--- config.mk ---
export PLATFORM = sky130hd
export DESIGN_NAME = wake_ctrl
export DESIGN_NICKNAME = d
export VERILOG_FILES = /design/src/rtl/wake_ctrl.sv
export SDC_FILE = /design/constraint.sdc
export NUM_CORES = 1
export LEC_CHECK = 0
export ABC_AREA = 1
export BUFFER_PORTS_ARGS = -buffer_cell sky130_fd_sc_hd__buf_4
export CAP_MARGIN = 40
export CORE_UTILIZATION = 50
export DETAILED_ROUTE_END_ITERATION = 6
export GPL_TIMING_DRIVEN = 0
export HOLD_SLACK_MARGIN = 0.15
export MAX_ROUTING_LAYER = met4
export PLACE_DENSITY = 0.73
export SKIP_CTS_REPAIR_TIMING = 1
export SLEW_MARGIN = 20
export SYNTH_ARGS = -nofsm -noshare
export SYNTH_HDL_FRONTEND = slang
export SYNTH_SLANG_ARGS = --single-unit
--- constraint.sdc ---
create_clock -name clk_i -period 3.67 [get_ports clk_i]
set_input_delay 0.367 -clock clk_i [delete_from_list [all_inputs] [get_ports clk_i]]
set_output_delay 0.367 -clock clk_i [all_outputs]
set_load 0.1 [all_outputs]
--- src/rtl/wake_ctrl.sv ---
`default_nettype none
// ============================================================================
//  wake_ctrl : debounced keyword wake sequencer with programmable sustain,
//              holdoff and sticky host interrupt.
//  Rev 1.0
// ============================================================================
module wake_ctrl #(
    parameter int NUM_CLASSES = 3,
    parameter int WIN_BW      = 8,
    parameter int CNT_BW      = 16
) (
    input  logic                   clk_i,
    input  logic                   rst_n_i,
    input  logic [NUM_CLASSES-1:0] data_i,
    input  logic                   valid_i,
    input  logic                   last_i,
    output logic                   ready_o,
    input  logic                   enable_i,
    input  logic [WIN_BW-1:0]      cfg_hits_i,
    input  logic [WIN_BW-1:0]      cfg_window_i,
    input  logic [CNT_BW-1:0]      cfg_sustain_i,
    input  logic [CNT_BW-1:0]      cfg_holdoff_i,
    input  logic                   irq_ack_i,
    output logic                   wake_o,
    output logic                   irq_o,
    output logic [WIN_BW-1:0]      hit_cnt_o
);

    typedef enum logic [1:0] {
        S_IDLE    = 2'd0,
        S_ARMED   = 2'd1,
        S_WAKE    = 2'd2,
        S_HOLDOFF = 2'd3
    } state_t;

    state_t            r_state;
    logic              r_ready;
    logic              r_wake;
    logic              r_irq;
    logic [WIN_BW-1:0] r_hit_cnt;
    logic [WIN_BW-1:0] r_win_cnt;
    logic [CNT_BW-1:0] r_cnt;
    logic [WIN_BW-1:0] r_cfg_hits;
    logic [WIN_BW-1:0] r_cfg_window;
    logic [CNT_BW-1:0] r_cfg_sustain;
    logic [CNT_BW-1:0] r_cfg_holdoff;

    logic              w_accept;
    logic              w_hit;
    logic              w_to_wake;
    logic              w_unused_data;
    logic [WIN_BW-1:0] w_hits_raw;
    logic [WIN_BW-1:0] w_window_raw;
    logic [CNT_BW-1:0] w_sustain_raw;
    logic [WIN_BW-1:0] w_hits;
    logic [WIN_BW-1:0] w_window;
    logic [CNT_BW-1:0] w_sustain;
    logic [CNT_BW-1:0] w_holdoff;
    logic [WIN_BW-1:0] w_hit_next;
    logic [WIN_BW-1:0] w_win_next;

    // Live config while IDLE, the shadow copy once a window/wake is in flight
    assign w_hits_raw    = (r_state == S_IDLE) ? cfg_hits_i    : r_cfg_hits;
    assign w_window_raw  = (r_state == S_IDLE) ? cfg_window_i  : r_cfg_window;
    assign w_sustain_raw = (r_state == S_IDLE) ? cfg_sustain_i : r_cfg_sustain;
    assign w_holdoff     = (r_state == S_IDLE) ? cfg_holdoff_i : r_cfg_holdoff;

    assign w_hits    = (w_hits_raw == '0) ? WIN_BW'(1) : w_hits_raw;
    assign w_window  = (w_window_raw < w_hits) ? w_hits : w_window_raw;
    assign w_sustain = (w_sustain_raw == '0) ? CNT_BW'(1) : w_sustain_raw;

    assign w_accept      = valid_i & r_ready;
    assign w_hit         = w_accept & data_i[0];
    assign w_unused_data = ^data_i;
    assign w_hit_next    = r_hit_cnt + {{(WIN_BW-1){1'b0}}, w_hit};
    assign w_win_next    = r_win_cnt + WIN_BW'(1);

    assign w_to_wake = enable_i &
                       (((r_state == S_IDLE)  & w_hit & (w_hits == WIN_BW'(1))) |
                        ((r_state == S_ARMED) & w_accept & (w_hit_next == w_hits)));

    always_ff @(posedge clk_i or negedge rst_n_i) begin
        if (!rst_n_i) begin
            r_state       <= S_IDLE;
            r_ready       <= 1'b0;
            r_wake        <= 1'b0;
            r_irq         <= 1'b0;
            r_hit_cnt     <= '0;
            r_win_cnt     <= '0;
            r_cnt         <= '0;
            r_cfg_hits    <= '0;
            r_cfg_window  <= '0;
            r_cfg_sustain <= '0;
            r_cfg_holdoff <= '0;
        end else begin
            r_ready <= 1'b1;
            if (r_state == S_IDLE) begin
                r_cfg_hits    <= cfg_hits_i;
                r_cfg_window  <= cfg_window_i;
                r_cfg_sustain <= cfg_sustain_i;
                r_cfg_holdoff <= cfg_holdoff_i;
            end

            // A new wake outranks a simultaneous host acknowledge
            if (w_to_wake) begin
                r_irq <= 1'b1;
            end else if (irq_ack_i) begin
                r_irq <= 1'b0;
            end

            if (!enable_i) begin
                r_state   <= S_IDLE;
                r_wake    <= 1'b0;
                r_hit_cnt <= '0;
                r_win_cnt <= '0;
                r_cnt     <= '0;
            end else begin
                unique case (r_state)
                    S_IDLE: begin
                        if (w_hit) begin
                            r_hit_cnt <= WIN_BW'(1);
                            if (w_to_wake) begin
                                r_state <= S_WAKE;
                                r_wake  <= 1'b1;
                                r_cnt   <= CNT_BW'(1);
                            end else begin
                                r_state   <= S_ARMED;
                                r_win_cnt <= WIN_BW'(1);
                            end
                        end
                    end
                    S_ARMED: begin
                        if (w_accept) begin
                            r_hit_cnt <= w_hit_next;
                            r_win_cnt <= w_win_next;
                            if (w_to_wake) begin
                                r_state <= S_WAKE;
                                r_wake  <= 1'b1;
                                r_cnt   <= CNT_BW'(1);
                            end else if ((w_win_next == w_window) || last_i) begin
                                r_state   <= S_IDLE;
                                r_hit_cnt <= '0;
                                r_win_cnt <= '0;
                            end
                        end
                    end
                    S_WAKE: begin
                        if (r_cnt == w_sustain) begin
                            r_wake    <= 1'b0;
                            r_hit_cnt <= '0;
                            r_win_cnt <= '0;
                            if (w_holdoff == '0) begin
                                r_state <= S_IDLE;
                                r_cnt   <= '0;
                            end else begin
                                r_state <= S_HOLDOFF;
                                r_cnt   <= CNT_BW'(1);
                            end
                        end else begin
                            r_cnt <= r_cnt + CNT_BW'(1);
                        end
                    end
                    S_HOLDOFF: begin
                        if (r_cnt == w_holdoff) begin
                            r_state <= S_IDLE;
                            r_cnt   <= '0;
                        end else begin
                            r_cnt <= r_cnt + CNT_BW'(1);
                        end
                    end
                    default: r_state <= S_IDLE;
                endcase
            end
        end
    end

    assign ready_o   = r_ready;
    assign wake_o    = r_wake;
    assign irq_o     = r_irq;
    assign hit_cnt_o = r_hit_cnt;

endmodule
`default_nettype wire

==> results.txt <==
- Result of the run: finished clean
- Internal power comes to 2.36 mW.
* Tightest slew margin relative to the limit: 52.2%
* Average size of a mapped cell: 7.62 um^2
- Vias after detailed routing: 4898
* Arrival time at the worst endpoint: 3760 ps
- Count leader, synth: sky130_fd_sc_hd__nand2_1
* TritonCTS clock tree: yes
- Cell family contributing the most delay on the critical path: simple AND/OR/NAND/NOR gates
* Net count of the mapped netlist: 776
- Max FO, Critical Path: 10
- The die is 106 um wide.
- Worst setup slack before clock tree synthesis: -762 ps
* Slowest stage delay, CP: 430 ps
* Maximum clock frequency: 285 MHz
* Yosys top cell area share: 39.7%
- Latest clock arrival within the worst-skew pair: 380 ps
- After synthesis, flip-flops and latches occupy 39.7% of the total area.
* Detailed Place HPWL: 10200 um
- The detailed router finished its first iteration with 299 violations.
- The number of antenna violations at the first check in global routing came to 0.
* Part of the power in combinational logic: 54.6%
* Largest net degree at the start of global routing: 56
- Signed area change from the synthesized netlist to the final layout: 21.5%
* Net switching share of the total power: 44.6%
- For this run, the leading register cell type out of synthesis is sky130_fd_sc_hd__dfrtp_1.
* Total global routing track utilization: 26.5%
- By area the synthesized netlist is led by sky130_fd_sc_hd__dfrtp_1 (40%), sky130_fd_sc_hd__nand2_1 (16%), sky130_fd_sc_hd__xor2_1 (7.5%), sky130_fd_sc_hd__inv_1 (6.6%), sky130_fd_sc_hd__nand3_1 (4.7%).
- IO Pins: 68
* Time the final worst path needs with I/O delays and setup: 3510 ps
- Clock-pin slew of the registers on the worst-case setup and hold paths: 90 ps
* Layout net count: 864
- Of the available clock period, the critical path in the final layout requires 95.6%.
- The final layout contains routed wiring with a total length of 13700 um.
- Summing all multi-input logic gate instances after layout gives 2860 um^2.
- Core Region: 10400 um^2
- The clock passes through at most 2 buffers.
- The final count of hold timing violations was 0.
- The largest individual stage delay along the critical path comes from the cell sky130_fd_sc_hd__dfrtp_1.
- Of all cell types, the one taking the most synthesized area is sky130_fd_sc_hd__dfrtp_1.
- The die covers 11100 um^2.
- Switching Power: 1.91 mW
- Buffers inserted during clock tree synthesis total 9.
- Total number of placement rows: 37
- Synthesis handed over a netlist of 704 instances.
- The number of placed instances, taps included, is 905.
- Synthesis instantiated 41 different standard cells from the library.
* Number of standard cells in the final layout excluding fillers: 933
* Skew final: 9.70 ps
* Area taken by flip-flops and latches: 2130 um^2
- Data on the critical path is required at its endpoint by 3920 ps.
- The startpoint identified for the worst register-to-register timing path is r_state[1].
* Startpoint Class: flip-flop
* Antenna-violating nets left: 0
* # Max-Cap Violations: 0
- For this run, asynchronously set or reset flops after synthesis account for 100%.
* Leakage: 3.29 nW
- Synthesized area: 5360 um^2
- VDD IR-drop max: 350 uV
- The worst setup path is captured at a flip-flop.
* Worst setup startpoint: r_state[1]
* Part of the total power dissipated in the clock network: 15.1%
- Once routing completed, OpenROAD measured the worst setup slack at 160 ps.
- Setup violations remaining at the end of the flow were counted as 0.
- Synth top cells by count: sky130_fd_sc_hd__nand2_1 (223), sky130_fd_sc_hd__inv_1 (95), sky130_fd_sc_hd__dfrtp_1 (85)
- For this run, the number of Yosys warnings is 0.
- Vertical extent of the die: 106 um
- At the pin with the least slew margin, the transition time is 710 ps.
- The congestion estimate from routability-driven global placement came to 0.906.
- The post-route netlist has 21.7% of its cells at a drive strength greater than 1.
- The first global-routing pass estimated 22500 um of wire.
* Initial standard-cell utilization of the core: 51.7%
- The repair_antennas step left the layout with diodes totalling 0.
- Type of the worst min-delay path: in2reg
* Overflow left after global routing: 0
* CTS H-Tree Depth: 3
- First-pass iteration count of the detailed router: 5
- Hold wc startpoint: irq_ack_i
- Port buffering added 64 buffers.
- The completed layout was analyzed and its total power is 4.27 mW.
* Per-cell via count in the routed design: 5.25
- By startpoint and endpoint, the worst setup path is classified as reg2reg.
* Total of flip-flops plus latches after synthesis: 85
- Final Max Tran Viols: 0
- Traced cell by cell, the critical path runs through inv_2 -> ha_4 -> inv_6 -> buf_12 -> or2_2 -> o21ai_4 -> inv_2 -> ha_1 -> a21oi_2 -> nor2_1 -> a211oi_2 -> buf_4 -> nand2_2 -> buf_6 -> nand2_1 -> nand3_1 -> nand2_1 -> nand2_1 -> nor2_2 -> nand2_2 -> nand2_2 -> nand2_4 -> nand2_8 -> o22ai_2.
* Clock net sink count: 85
* Drt wl/cell: 14.7 um
- Reg-to-reg setup timing slack: 160 ps
- Counting flops with a built-in enable in the synthesized netlist gives 0.
- Power density over the cells: 655 nW/um^2
- Layout filler cell count: 966
- The critical path contains buffers and inverters numbering 6 combined.
- Power share of the sequential group: 30.4%
* Via count of the first global-routing pass: 4700
- For this run, design rule violations remaining after detail routing come to 0.
- Clock tree root buffer cell: sky130_fd_sc_hd__clkbuf_8
state kept, by name, indices dropped and copies added, names as in the netlist:
signal	flops
r_cfg_sustain	16
wake_o	1
r_cfg_window	8
irq_o	1
r_state	2
ready_o	1
r_cnt	16
r_cfg_holdoff	16
r_cfg_hits	8
hit_cnt_o	8
r_win_cnt	8
layout by cell type (no fill, tap or decap), drive strengths merged, types with 15 or more instances in the layout:
cell / synthesis / routed
inv: 97 / 100
o21ai: 28 / 28
nor2: 31 / 31
dfrtp: 85 / 85
nand3: 51 / 51
o22ai: 16 / 16
buf: 12 / 88
ha: 15 / 15
xor2: 46 / 46
nand2: 237 / 237
cell type report:
class / count / area share (%)
multi-input combinational: 506 / 43.8
sequential: 85 / 32.6
timing repair buffer: 80 / 10.2
inverter: 97 / 5.67
tap: 136 / 2.61
buffer: 13 / 2.29
clock buffer: 9 / 1.90
clock inverter: 7 / 0.883
worst register-to-register path, delay by kind of cell (launching register included):
family                   cells  cell delay (ps)
adder cells (fa/ha/maj)      2              420
AND/OR/NAND/NOR             12             1260
flip-flops                   1              430
AO/OA/AOI/OAI                4              550
buffers and inverters        6              690
power by group through the flow:
stage | sequential (mW) | clock, mW | combinational (mW)
after floorplan | 1.32 | 0 | 1.43
after CTS | 1.28 | 0.656 | 1.96
final | 1.30 | 0.643 | 2.33
after global routing | 1.32 | 0.692 | 2.58
after global placement | 1.29 | 0 | 1.90
after detailed placement | 1.30 | 0 | 1.95
worst paths after layout:
| kind | endpoint | cells after the start |
|---|---|---|
| worst max-delay path | hit_cnt_o[5] | 24 |
| max in group asynchronous | r_cfg_sustain[12] | 3 |
| min in group asynchronous | r_cfg_holdoff[10] | 2 |
| worst min register to register | r_cfg_sustain[0] | 2 |
| worst min-delay path | irq_o | 2 |
| worst max register to register | hit_cnt_o[5] | 24 |
routing by layer:
metal	wire [um]	GRT usage [%]
met5	0	-
met1	6330	36.2
met3	741	3.65
met4	192	7.94
met2	6440	41.3
cells by family after synthesis:
logic type,after synthesis,share of synthesized area [%]
AO/OA/AOI/OAI,57,6.90
XOR/XNOR,50,8.16
adder cells (fa/ha/maj),15,3.50
buffers and inverters,113,9.14
flip-flops,85,39.7
other,1,0.0699
AND/OR/NAND/NOR,383,32.6
per-stage QoR:
| step | hold slack (ps) | instance area (um^2) | setup TNS (ps) | util [%] |
|---|---|---|---|---|
| 3_5_place_dp | 334 | 6040 | -12790 | 58.3 |
| 6_report | 178 | 6520 | 0 | 62.8 |
| 5_1_grt | 185 | 6520 | -489 | 62.8 |
| 3_3_place_gp | 477 | 6020 | -11930 | 58.0 |
| 4_1_cts | -75.5 | 6220 | -13350 | 60.0 |
| 2_1_floorplan | 71.4 | 5370 | 0 | - |
Note: power is estimated with default switching activity, not from simulation.
